--- config.mk ---
export PLATFORM = sky130hd
export DESIGN_NAME = lu_issue
export DESIGN_NICKNAME = d
export VERILOG_FILES = /design/src/rtl/lu_issue.sv
export SDC_FILE = /design/constraint.sdc
export NUM_CORES = 1
export LEC_CHECK = 0
export BUFFER_PORTS_ARGS = -buffer_cell sky130_fd_sc_hd__clkbuf_2
export CORE_AREA = 10 10 167 169
export CTS_BUF_LIST = sky130_fd_sc_hd__clkbuf_4 sky130_fd_sc_hd__clkbuf_8
export DETAILED_ROUTE_END_ITERATION = 10
export DIE_AREA = 0 0 177 179
export RECOVER_POWER = 100
export SETUP_SLACK_MARGIN = 0.05
export SLEW_MARGIN = 10
export SYNTH_ARGS = -nofsm -noshare
export SYNTH_HDL_FRONTEND = slang
export SYNTH_SLANG_ARGS = --single-unit
--- constraint.sdc ---
create_clock -name clk -period 2.1 [get_ports clk]
set_input_delay 0.21 -clock clk [delete_from_list [all_inputs] [get_ports clk]]
set_output_delay 0.21 -clock clk [all_outputs]
set_load 0.05 [all_outputs]
--- src/rtl/lu_issue.sv ---
// rtl/lu_issue.sv - issue/writeback stage driving the 64-bit logic unit select interface
module lu_issue #(
  parameter logic [5:0] LOGIC_OPC = 6'b000000,
  parameter int         CNT_W     = 16
) (
  input  logic             clk,
  input  logic             rst_n,
  input  logic             in_valid,
  output logic             in_ready,
  input  logic [31:0]      in_instr,
  input  logic [63:0]      in_a,
  input  logic [63:0]      in_b,
  output logic [5:0]       lu_select,
  output logic [63:0]      lu_a,
  output logic [63:0]      lu_b,
  input  logic [63:0]      lu_out,
  output logic             res_valid,
  input  logic             res_ready,
  output logic [63:0]      res_data,
  output logic [4:0]       res_rd,
  output logic             res_err,
  output logic [CNT_W-1:0] illegal_cnt,
  output logic             busy
);

  logic             r_s1_valid;
  logic [4:0]       r_s1_rd;
  logic             r_s1_err;
  logic [5:0]       r_lu_select;
  logic [63:0]      r_lu_a;
  logic [63:0]      r_lu_b;
  logic             r_res_valid;
  logic [63:0]      r_res_data;
  logic [4:0]       r_res_rd;
  logic             r_res_err;
  logic [CNT_W-1:0] r_illegal_cnt;

  logic             w_legal;
  logic             w_accept;
  logic             w_s2_free;
  logic             w_s1_adv;
  logic             w_unused_instr;

  // Logic-group opcode with a funct in the 100xxx block selects one of the eight LU ops
  assign w_legal        = (in_instr[31:26] == LOGIC_OPC) && (in_instr[5:3] == 3'b100);
  assign w_unused_instr = &{1'b0, in_instr[20:6]};

  assign w_s2_free = !r_res_valid || res_ready;
  assign w_s1_adv  = r_s1_valid && w_s2_free;
  assign in_ready  = !r_s1_valid || w_s2_free;
  assign w_accept  = in_valid && in_ready;

  // S1: capture instruction; illegal ones drive a zero select and zero operands
  always_ff @(posedge clk or negedge rst_n) begin
    if (!rst_n) begin
      r_s1_valid  <= 1'b0;
      r_s1_rd     <= 5'd0;
      r_s1_err    <= 1'b0;
      r_lu_select <= 6'b000000;
      r_lu_a      <= 64'h0;
      r_lu_b      <= 64'h0;
    end else if (w_accept) begin
      r_s1_valid  <= 1'b1;
      r_s1_rd     <= in_instr[25:21];
      r_s1_err    <= !w_legal;
      r_lu_select <= w_legal ? in_instr[5:0] : 6'b000000;
      r_lu_a      <= w_legal ? in_a : 64'h0;
      r_lu_b      <= w_legal ? in_b : 64'h0;
    end else if (w_s1_adv) begin
      // LU inputs deliberately hold their last values after the entry leaves
      r_s1_valid  <= 1'b0;
    end
  end

  // S2: capture the LU result (forced to zero for illegal entries) for writeback
  always_ff @(posedge clk or negedge rst_n) begin
    if (!rst_n) begin
      r_res_valid <= 1'b0;
      r_res_data  <= 64'h0;
      r_res_rd    <= 5'd0;
      r_res_err   <= 1'b0;
    end else if (w_s1_adv) begin
      r_res_valid <= 1'b1;
      r_res_data  <= r_s1_err ? 64'h0 : lu_out;
      r_res_rd    <= r_s1_rd;
      r_res_err   <= r_s1_err;
    end else if (res_ready) begin
      r_res_valid <= 1'b0;
    end
  end

  // Saturating count of accepted illegal instructions
  always_ff @(posedge clk or negedge rst_n) begin
    if (!rst_n) begin
      r_illegal_cnt <= '0;
    end else if (w_accept && !w_legal && (r_illegal_cnt != {CNT_W{1'b1}})) begin
      r_illegal_cnt <= r_illegal_cnt + {{(CNT_W-1){1'b0}}, 1'b1};
    end
  end

  assign lu_select   = r_lu_select;
  assign lu_a        = r_lu_a;
  assign lu_b        = r_lu_b;
  assign res_valid   = r_res_valid;
  assign res_data    = r_res_data;
  assign res_rd      = r_res_rd;
  assign res_err     = r_res_err;
  assign illegal_cnt = r_illegal_cnt;
  assign busy        = r_s1_valid || r_res_valid;

endmodule

==> impl_metrics.csv <==
group,metric,value,unit
floorplanning,placement_rows,58,
pwr,p_total,10.4,mW
logic_synthesis,synth_top_family_by_area,"compound AO/OA/AOI/OAI gates",
sta,maxSlewHeadroom,30.5,%
logic_synthesis,synth-warning-count,0,
setup_path,endpoint_type_of_the_worst_setup_path,"output port",
logic_synthesis,synthesis.area_per_instance,12.5,um^2
cts,h_tree_levels,2,
floorplanning,number_of_i_o_pins,451,
cells_and_area,layout_commonest_cell,"dfrtp_1",
setup_path,r2r_end,"lu_b[46]",
pwr,cellLeakagePower,6.46,nW
setup_path,critPathRequiredTime,1.89,ns
drt,vias,7936,
cells_and_area,multi_input_comb_area,0.00252,mm^2
logic_synthesis,synth_top_cells_by_area,"dfrtp_1, a22o_1, nand2_1",
setup_path,r2r.worst_path.cells,5,
cts,tritoncts_num_sinks,228,
cells_and_area,layout-drive-gt1-share,23.5,%
cts,cts_max_path_buffers,3,
cts,cts_post_setup_buffers_inserted,0,
place,place_area,0.0112,mm^2
floorplanning,die_width,177,um
logic_synthesis,synth-adder-area-share,0.147,%
logic_synthesis,synth_largest_type_area_fraction,67.0,%
cells_and_area,fillers,2204,
floorplanning,dieArea,0.0317,mm^2
min_path,hold_path_startpoint,"res_ready",
cells_and_area,nets,1557,
setup_path,reg2reg_from,"res_valid",
logic_synthesis,synth-xor-area-share,1.54,%
pwr,pwr_density_cell,761,mW/mm^2
cts,cts.repair.resized,0,
logic_synthesis,syn_area,0.00851,mm^2
logic_synthesis,synth_compound_area_share,17.6,%
logic_synthesis,syn_nets,911,
pwr,vdd.ir_drop.worst,445,uV
logic_synthesis,ys_seq_area_share,67.0,%
floorplanning,floorplan.die.height,179,um
cells_and_area,layout.area.seq,0.00571,mm^2
logic_synthesis,yosysTopAreaCell,"dfrtp_1",
place,gp_routability_congestion,0.796,
global_routing,maximum_number_of_pins_on_one_net_before_global_route_repair,123,
sta,fin_worst_hold_slack,-0.0289,ns
cells_and_area,fin_util,55.3,%
drt,drtPass1Iterations,4,
setup_path,reg2reg_slack,0.29,ns
place,dp_slack,0.291,ns
flow_run,drv_cap,0,
logic_synthesis,ys_ff_latch,228,
setup_path,worst-setup-path-type,"flop to output port",
cts,worst_setup_hold_path_clk_slew,0.06,ns
cells_and_area,design_area,0.0137,mm^2
status,run_status,"finished with violations",
drt,detail_route.wirelength,31800,um
cts,tritoncts,"done",
sta,skew,0.0190,ns
sta,finalWorstSetupSlack,0.247,ns
cts,worstSkewPairLatency,0.53,ns
setup_path,worstPathMaxFanout,4,
status,failing_checks,"hold timing",
cells_and_area,mostFrequentLayoutCells,"dfrtp_1, clkbuf_1, clkbuf_2",
floorplanning,initial_utilization,34.4,%
sta,report.final.hold_viol_count,1,
floorplanning,floorplan_core_area,0.0247,mm^2
place,placed_instances,1417,
global_routing,first_global_vias,8736,
drt,routed_wire_length_per_instance,18.9,um
sta,setup-violations-final,0,
min_path,holdCritPathClass,"input port to flop",
logic_synthesis,syn-instance-count,682,
sta,worst-slew-pin-transition,1.04,ns
place,hpwl,21100,um
cells_and_area,synthToLayoutAreaGrowth,60.7,%
place,port_buffers,435,
global_routing,gr-total-overflow,0,
cells_and_area,num_antenna_cells,0,
sta,period_share,88.2,%
logic_synthesis,synthDistinctLibCells,33,
drt,route.detailed.vias_per_inst,4.71,
sta,rsz0062_at_grt,"false",
cts,root_buffer_selected_by_cts,"clkbuf_8",
cells_and_area,finalNonFillerCells,1686,
min_path,hold_path_depth,3,
drt,final_ant_viol_nets,0,
global_routing,grt_first_pass_wirelength,49400,um
drt,drt_iter0_drc,534,
cts,cts_hold_buf,200,
logic_synthesis,synth_simple_gate_area_share,8.93,%
setup_path,worst-endpoint-arrival,1.64,ns
sta,max_slew_vio_count,0,
global_routing,antenna_violations_before_repair,0,
sta,finalSetupTns,0,ns
setup_path,start_kind,"flop",
global_routing,grt_util_all_layers,19.5,%
sta,achievable-frequency,540,MHz
min_path,min_delay_worst_endpoint,"res_valid",
logic_synthesis,post_synth_mux_area_share,1.45,%
drt,route.detailed.drc,0,
cts,tritoncts.num_buffers,39,
sta,min_period,1.85,ns
==> critical path, stage by stage (launching register included) <==
cell	delay (ns)
dfrtp_2	0.42
nand3b_1	0.19
clkbuf_1	0.51
==> flip-flops by register name, summed over array words and instances, names as in the netlist <==
register,cells
lu_select,6
res_rd,5
r_s1_valid,1
r_s1_rd,5
res_data,64
res_valid,1
r_s1_err,1
lu_b,64
res_err,1
lu_a,64
illegal_cnt,16
==> power by group <==
part | switching (mW) | leakage [nW] | total [mW] | internal (mW)
clock network | 1.79 | 0.449 | 4.38 | 2.59
registers | 0.114 | 3.14 | 4.62 | 4.50
logic | 0.843 | 2.87 | 1.40 | 0.562
total | 2.74 | 6.46 | 10.4 | 7.66
==> cells in the mapped netlist (all sizes together) <==
library cell  count
nor4b             1
nand2           138
xnor2            14
and2              4
nor2              3
and4              1
o21ai            65
buf              22
a21oi             1
nand2b            3
ha                1
dfrtp           228
a21o              1
clkbuf           30
inv               1
nand3             7
and3              3
and4b             1
nor2b             1
a22o            131
nor4              1
a211oi            1
nor3              3
mux2             11
xor2              1
nand3b            1
or2               1
nand4             7
==> worst max path at each step <==
stage,endpoint,start,slack [ns]
6_report,in_ready,res_valid,0.25
5_1_grt,in_ready,res_valid,0.18
4_1_cts,illegal_cnt[1],illegal_cnt[0],0.36
3_5_place_dp,lu_b[18],in_instr[28],0.29
3_3_place_gp,illegal_cnt[1],illegal_cnt[0],0.38
2_1_floorplan,lu_a[0],res_valid,-0.006
==> cell families after synthesis <==
family / after synthesis
AOI/OAI and AO/OA: 199
xor gates and xnor gates: 15
adders and majority gates: 1
buffers and inverters: 53
DFF: 228
muxes: 11
and+or+nand+nor: 175
==> layer usage <==
| layer | wire length [um] | vias to the layer above | track usage (%) | part of all wire (%) |
|---|---|---|---|---|
| met5 | 0 | - | 0 | 0 |
| met2 | 15600 | 380 | 32.8 | 49 |
| met1 | 12100 | 3775 | 22.1 | 38 |
| met4 | 907 | 0 | 6.83 | 2.8 |
| li1 | - | 3718 | - | - |
| met3 | 3220 | 63 | 7.71 | 10 |
==> final cells by class <==
cell class | instances | area share (%)
clock buffers | 63 | 5.70
clock inverters | 6 | 0.640
inverters | 1 | 0.0274
multi-input cells | 401 | 18.5
flip-flops and latches | 228 | 41.7
well taps | 330 | 3.02
repair buffers | 657 | 30.4
No activity file was read; power rests on OpenSTA's default activity.
